## config.mk

```make
export PLATFORM = sky130hd
export DESIGN_NAME = seq_div
export DESIGN_NICKNAME = d
export VERILOG_FILES = /design/src/rtl/div_pkg.sv /design/src/rtl/div_step.sv /design/src/rtl/seq_div.sv
export SDC_FILE = /design/constraint.sdc
export NUM_CORES = 1
export LEC_CHECK = 0
export BUFFER_PORTS_ARGS = -buffer_cell sky130_fd_sc_hd__buf_2
export CELL_PAD_IN_SITES_DETAIL_PLACEMENT = 1
export CELL_PAD_IN_SITES_GLOBAL_PLACEMENT = 1
export CORE_UTILIZATION = 44
export DETAILED_ROUTE_END_ITERATION = 10
export HOLD_SLACK_MARGIN = 0.15
export PLACE_DENSITY_LB_ADDON = 0.1
export SLEW_MARGIN = 20
export SYNTH_ARGS = -nofsm -noshare
export SYNTH_HDL_FRONTEND = slang
export SYNTH_SLANG_ARGS = --single-unit
```

## constraint.sdc

```tcl
create_clock -name clk -period 9.3 [get_ports clk]
set_input_delay 1.86 -clock clk [delete_from_list [all_inputs] [get_ports clk]]
set_output_delay 1.86 -clock clk [all_outputs]
set_load 0.01 [all_outputs]
```

## src/rtl/div_pkg.sv

```systemverilog
// Shared definitions for the sequential divider.
// Holds the FSM state encoding and the default width/iteration constants.
package div_pkg;

    localparam int DIV_WIDTH = 32;
    localparam int DIV_ITER  = 32;

    typedef enum logic [1:0] {
        S_IDLE = 2'd0,
        S_RUN  = 2'd1,
        S_FIX  = 2'd2
    } div_state_t;

endpackage

```

## src/rtl/div_step.sv

```systemverilog
// One restoring-division iteration, purely combinational.
// Ports:
//   rem      - current partial remainder (always < dvs between steps)
//   quo      - current quotient/dividend shift register
//   dvs      - divisor magnitude
//   next_rem - partial remainder after this step
//   next_quo - quotient register after this step (new bit enters at LSB)
module div_step
    import div_pkg::*;
#(
    parameter int WIDTH = DIV_WIDTH
) (
    input  logic [WIDTH-1:0] rem,
    input  logic [WIDTH-1:0] quo,
    input  logic [WIDTH-1:0] dvs,
    output logic [WIDTH-1:0] next_rem,
    output logic [WIDTH-1:0] next_quo
);

    logic [WIDTH:0] shifted;
    logic [WIDTH:0] diff;

    // The shifted remainder can exceed WIDTH bits, so the trial subtract is
    // WIDTH+1 wide. Because rem < dvs, a non-negative difference always fits
    // in WIDTH bits and its top bit doubles as the borrow flag.
    assign shifted  = {rem, quo[WIDTH-1]};
    assign diff     = shifted - {1'b0, dvs};
    assign next_rem = diff[WIDTH] ? shifted[WIDTH-1:0] : diff[WIDTH-1:0];
    assign next_quo = {quo[WIDTH-2:0], ~diff[WIDTH]};

endmodule

```

## src/rtl/seq_div.sv

```systemverilog
// Multi-cycle signed/unsigned integer divider (restoring, one bit per cycle).
// Handshake: start is sampled on a rising edge only while busy=0; that edge
// latches sign/dividend/divisor and raises busy. busy stays high for ITER+1
// cycles, then done pulses for exactly one cycle with q/r/div_by_zero valid.
// Results hold until the next accepted start; start in the done cycle is
// accepted. start while busy=1 is ignored.
// Ports:
//   clk, rst     - clock, asynchronous active-high reset
//   start        - operation request
//   sign         - 1 = signed (truncating toward zero), 0 = unsigned
//   dividend     - dividend, sampled with start
//   divisor      - divisor, sampled with start
//   q, r         - registered quotient and remainder
//   busy         - operation in progress
//   done         - one-cycle result-valid pulse
//   div_by_zero  - latched divisor was zero (q = all ones, r = dividend)
module seq_div
    import div_pkg::*;
#(
    parameter int WIDTH = DIV_WIDTH,
    parameter int ITER  = WIDTH
) (
    input  logic             clk,
    input  logic             rst,
    input  logic             start,
    input  logic             sign,
    input  logic [WIDTH-1:0] dividend,
    input  logic [WIDTH-1:0] divisor,
    output logic [WIDTH-1:0] q,
    output logic [WIDTH-1:0] r,
    output logic             busy,
    output logic             done,
    output logic             div_by_zero
);

    localparam int CW = $clog2(ITER) + 1;
    localparam logic [CW-1:0] LAST = CW'(ITER - 1);

    div_state_t       state;
    logic [CW-1:0]    cnt;
    logic [WIDTH-1:0] rem;
    logic [WIDTH-1:0] quo;
    logic [WIDTH-1:0] dvs_mag;
    logic [WIDTH-1:0] dend_raw;
    logic             neg_q;
    logic             neg_r;
    logic             dz;

    logic [WIDTH-1:0] dend_mag_in;
    logic [WIDTH-1:0] dvs_mag_in;
    logic [WIDTH-1:0] step_rem;
    logic [WIDTH-1:0] step_quo;

    assign dend_mag_in = (sign && dividend[WIDTH-1]) ? -dividend : dividend;
    assign dvs_mag_in  = (sign && divisor[WIDTH-1])  ? -divisor  : divisor;

    div_step #(.WIDTH(WIDTH)) u_step (
        .rem      (rem),
        .quo      (quo),
        .dvs      (dvs_mag),
        .next_rem (step_rem),
        .next_quo (step_quo)
    );

    always_ff @(posedge clk or posedge rst) begin
        if (rst) begin
            state       <= S_IDLE;
            cnt         <= '0;
            rem         <= '0;
            quo         <= '0;
            dvs_mag     <= '0;
            dend_raw    <= '0;
            neg_q       <= 1'b0;
            neg_r       <= 1'b0;
            dz          <= 1'b0;
            q           <= '0;
            r           <= '0;
            busy        <= 1'b0;
            done        <= 1'b0;
            div_by_zero <= 1'b0;
        end else begin
            done <= 1'b0;
            case (state)
                S_IDLE: begin
                    if (start) begin
                        quo      <= dend_mag_in;
                        rem      <= '0;
                        dvs_mag  <= dvs_mag_in;
                        dend_raw <= dividend;
                        neg_q    <= sign & (dividend[WIDTH-1] ^ divisor[WIDTH-1]);
                        neg_r    <= sign & dividend[WIDTH-1];
                        dz       <= (divisor == '0);
                        cnt      <= '0;
                        busy     <= 1'b1;
                        state    <= S_RUN;
                    end
                end
                S_RUN: begin
                    rem <= step_rem;
                    quo <= step_quo;
                    cnt <= cnt + 1'b1;
                    if (cnt == LAST) begin
                        state <= S_FIX;
                    end
                end
                S_FIX: begin
                    // Divide-by-zero bypasses sign correction entirely.
                    if (dz) begin
                        q <= '1;
                        r <= dend_raw;
                    end else begin
                        q <= neg_q ? -quo : quo;
                        r <= neg_r ? -rem : rem;
                    end
                    div_by_zero <= dz;
                    busy        <= 1'b0;
                    done        <= 1'b1;
                    state       <= S_IDLE;
                end
                default: begin
                    state <= S_IDLE;
                    busy  <= 1'b0;
                end
            endcase
        end
    end

endmodule
```

======== After elaboration in Yosys (flattened, before gate mapping) ========
Cells that the tools add are included.
Widths: inputs -> output; s select.
storage, ports and cells
  bits in registers ....................... 206
  bits in latches ......................... 0
  memory bits (writable) .................. 0
  memory bits (read-only) ................. 0
  bits of input ports ..................... 68
  memories ................................ 0
cells by class
  $add $sub $neg .......................... 6
  multipliers ............................. 0
  div/mod/pow operators ................... 0
  $lt $le $gt $ge ......................... 0
  equality and inequality tests ........... 5
  shifts and indexed selects .............. 0
  muxes and demuxes ....................... 19
  bitwise logic cells ..................... 5
  reduce and logical (&&, ||, !) cells .... 9
operators by type and width
  cell                 count
  $mux 32              9
  $neg 32->32          4
  $pmux 32 s2          2
  $sub 33x32->33       1
  $logic_not 32->1     1
  $pmux 6 s2           1
  $reduce_and 2->1     4
  $add 6x1->6 const B  1
  $eq 6x5->1 const B   1
  $mux 6               1
  $mux 2               2
  $ne 2x2->1 const B   2
  $pmux 2 s2           1
  $and 1x1->1          2
  $eq 2x1->1 const B   1
  $eq 2x2->1 const B   1
  $logic_and 1x1->1    2
  $logic_not 2->1      1
  $mux 1               2
  $not 1->1            2
  $pmux 1 s2           1
  $reduce_bool 2->1    1
  $xor 1x1->1          1

======== Depth between registers and ports, before layout ========
  depth after elaboration ................. 4
  depth in mapped cells ................... 13
  mapped depth without buffers ............ 12

======== Hierarchy ========
Synthesis repeated with hierarchy kept, for this count alone.
unflattened totals
  cells, all modules ...................... 1600
  area, all modules ....................... 13431.6 um^2
by module, submodules not included
  module    times used  cells an instance  area an instance (um^2)  seq. area each (um^2)
  seq_div   1           1258               10943.0                  5154.9
  div_step  1           342                2488.6                   0.0

======== Worst setup path before layout ========
OpenSTA, ideal clock, no wires.
  kind .................................... input -> register
  start ................................... input divisor[4]
  end ..................................... register dvs_mag[29]
  arrival time ............................ 3959 ps
  slack ................................... 5212 ps
  cell stages on the path ................. 9
  cells stage by stage .................... or4_1 nor4_1 nand2_1 nor2_1 nand2_1 o41ai_2 o21ai_0 xnor2_1 o21ai_1
between the ends
  longest elaborated chain between the ends .. 2
ends and longest elaborated chain
  item                  line           RTL
  from (decl)           seq_div.sv:28  input logic [WIDTH-1:0] divisor,
  $neg 32->32           seq_div.sv:55  assign dvs_mag_in = (sign && divisor[WIDTH-1]) ? -divisor : divisor;
  $mux 32               seq_div.sv:55
  to (signal assigned)  seq_div.sv:88  dvs_mag <= dvs_mag_in;
  to (decl)             seq_div.sv:43  logic [WIDTH-1:0] dvs_mag;
Every way passes these cells.
A chain may end at the register's enable or synchronous reset.

======== Final worst setup path ========
Same ends and word-level chain as after synthesis.

==> impl_metrics.ini <==
[status]
status = finished, final reports clean

[sta]
layout_min_cycle_time_ps = 4150
finalSetupViolations = 0
rsz0062_at_grt = no
setup-tns-final_ps = 0
tightestPinTransition_ps = 1060
max_freq_ghz = 0.241
finClkSkew_ps = 14.8
post-route-period-util = 0.446
hold_viol = 0
relSlewSlack = 0.294
slew_viol_final = 0
whs_ps = 471

[critical_path]
cp.arrival_ps = 4530
regToRegStartpoint = quo[31]
crit_start = divisor[4]
crit_path_end_kind = flop
crit_type = in2reg
crit_path_start_kind = input port
cp_data_required_time_ps = 9680
crit_path_max_fanout = 5

[layout]
multiInputGateArea_um2 = 6930
nFillCells = 3400
final_nets = 1689
layout-drive-gt1-share = 0.130
final-seq-area_um2 = 5160
syn2layout_area_growth_pct = 14.3
fin_cells = 1981

[yosys]
syn_avg_cell_area_um2 = 8.47
synth_common_cells = nand2_1, dfrtp_1, o21ai_0
synth.largest_area_cell = dfrtp_1
synth_seq_cells = 206
synth_edf_count = 0
seq_area_frac_synth = 0.411
synth_cell_types = 65
synthArstFlopShare = 1.00
synth.most_common_cell = nand2_1
yosys_warnings = 0
syn_area_um2 = 12600
syn_inst = 1482
synth.area.top_cells = dfrtp_1, nand2_1, o21ai_0, xor2_1, a21oi_1
synth_top_area_frac = 0.411
synth_ff_type = dfrtp_1
synth_nets = 1588

[run]
maxCapViolCount = 0

[power]
leakagePower_nw = 6.49
powerDensity_nw_per_um2 = 373
ir_worst_vdd_uv = 215

[route]
postRouteAntennaNets = 0
first_iter_violations = 494
drc = 0
vias = 10848
routed_wl_um = 34600
wl_per_cell_um = 17.5
viasPerCell = 5.48
drt-pass1-iter-count = 4

[grt]
grt_pass1_vias = 11100
grt_pass1_wl_um = 57400
grt_overflow_total = 0
grt_usage = 0.242
grt_max_degree = 96
antenna_found_initial = 3

[clock_network]
cts-root-buf = clkbuf_16
cts_tree = yes
numCtsBuffers = 25
clk_latency_ps = 520
hold_buffers = 0
cts.sinks = 206
clock_path_buffers = 3
clk_pin_slew_ps = 60
cts_resized = 0
htreeDepth = 1
cts_setup_buffers = 0

[floorplan]
die_h_um = 171
fp.dieW_um = 171
dieArea_um2 = 29200
io_pins = 135
core_um2 = 27900
start_util = 0.449
row_count = 61

[hold_path]
min_path_type = reg2reg
hold_start = dend_raw[26]

[place]
io_buffers = 134
dp.cells = 1934
dpl.hpwl_um = 25300
gp_congestion = 0.844
critical path, cell delays in order:
cell     delay, ps
buf_2          120
or4_1          560
nor4_1         590
nand2_1        200
nor2_1         250
nand2_1        150
o41ai_2        340
o21ai_0        190
xnor2_1        190
o21ai_1         70
layer usage:
| layer | GRT usage | wire length (µm) | vias up | share of wire |
|---|---|---|---|---|
| met5 | 0 | 10 | - | 0.00029 |
| met2 | 0.427 | 16800 | 173 | 0.49 |
| li1 | - | - | 5389 | - |
| met1 | 0.318 | 16000 | 5235 | 0.46 |
| met4 | 0.0547 | 636 | 2 | 0.018 |
| met3 | 0.0259 | 1120 | 49 | 0.032 |
logic make-up after synthesis:
logic type,synth area share
AOI/OAI and AO/OA,0.204
xor gates and xnor gates,0.105
adders and majority gates,0.0385
buffers and inverters,0.0397
DFF,0.411
muxes,0.0239
and+or+nand+nor,0.179
final cells by class:
class,count,share of cell area
diodes,3,0.000523
clock inverters,9,0.00697
multi-input cells,1146,0.483
inverters,57,0.0154
clock buffers,35,0.0490
flip-flops and latches,206,0.359
well taps,378,0.0329
repair buffers,147,0.0535
cells in the final DEF (no fill, tap or decap), drive strengths merged, types with 28 or more instances in the layout:
cell | synthesis | layout
a21oi | 122 | 122
clkbuf | 64 | 35
a22oi | 28 | 28
nand2 | 260 | 260
ha | 37 | 37
o21ai | 173 | 173
nor2 | 108 | 108
xnor2 | 58 | 58
mux2i | 30 | 30
dfrtp | 206 | 206
xor2 | 90 | 90
inv | 57 | 57
buf | 9 | 147
report_power, final:
| group | switching [mW] | internal [mW] | leakage, nW | total, mW |
|---|---|---|---|---|
| registers | 0.429 | 1.30 | 2.50 | 1.73 |
| clock network | 0.377 | 0.579 | 0.392 | 0.956 |
| logic | 1.49 | 1.18 | 3.61 | 2.67 |
path summary, 6_finish.rpt:
path	slack [ps]	cells past startpoint	to
hold reg to reg	470	2	dend_raw[26]
setup / recovery	5150	10	dvs_mag[29]
max in group asynchronous	6560	3	rem[11]
setup reg to reg	5270	13	rem[26]
min in group asynchronous	1430	2	quo[8]
hold / removal	470	2	dend_raw[26]
through the flow:
| step | cell area, µm² | utilization | setup slack (ps) | total power [mW] |
|---|---|---|---|---|
| finish | 14400 | 0.514 | 5150 | 5.36 |
| global route | 14400 | 0.514 | 4870 | 5.83 |
| CTS | 14400 | 0.514 | 5160 | 5.41 |
| detailed placement | 13500 | 0.485 | 4600 | 4.42 |
| global placement | 13500 | 0.485 | 4700 | 4.32 |
| floorplan | 12600 | - | 1820 | 3.66 |
state kept, by name (all words and copies together) (netlist names):
signal       count
div_by_zero      1
q               32
dend_raw        32
neg_r            1
quo             32
state            2
done             1
busy             1
neg_q            1
rem             32
r               32
cnt              6
dvs_mag         32
dz               1
Note: power is estimated with default switching activity, not from simulation.
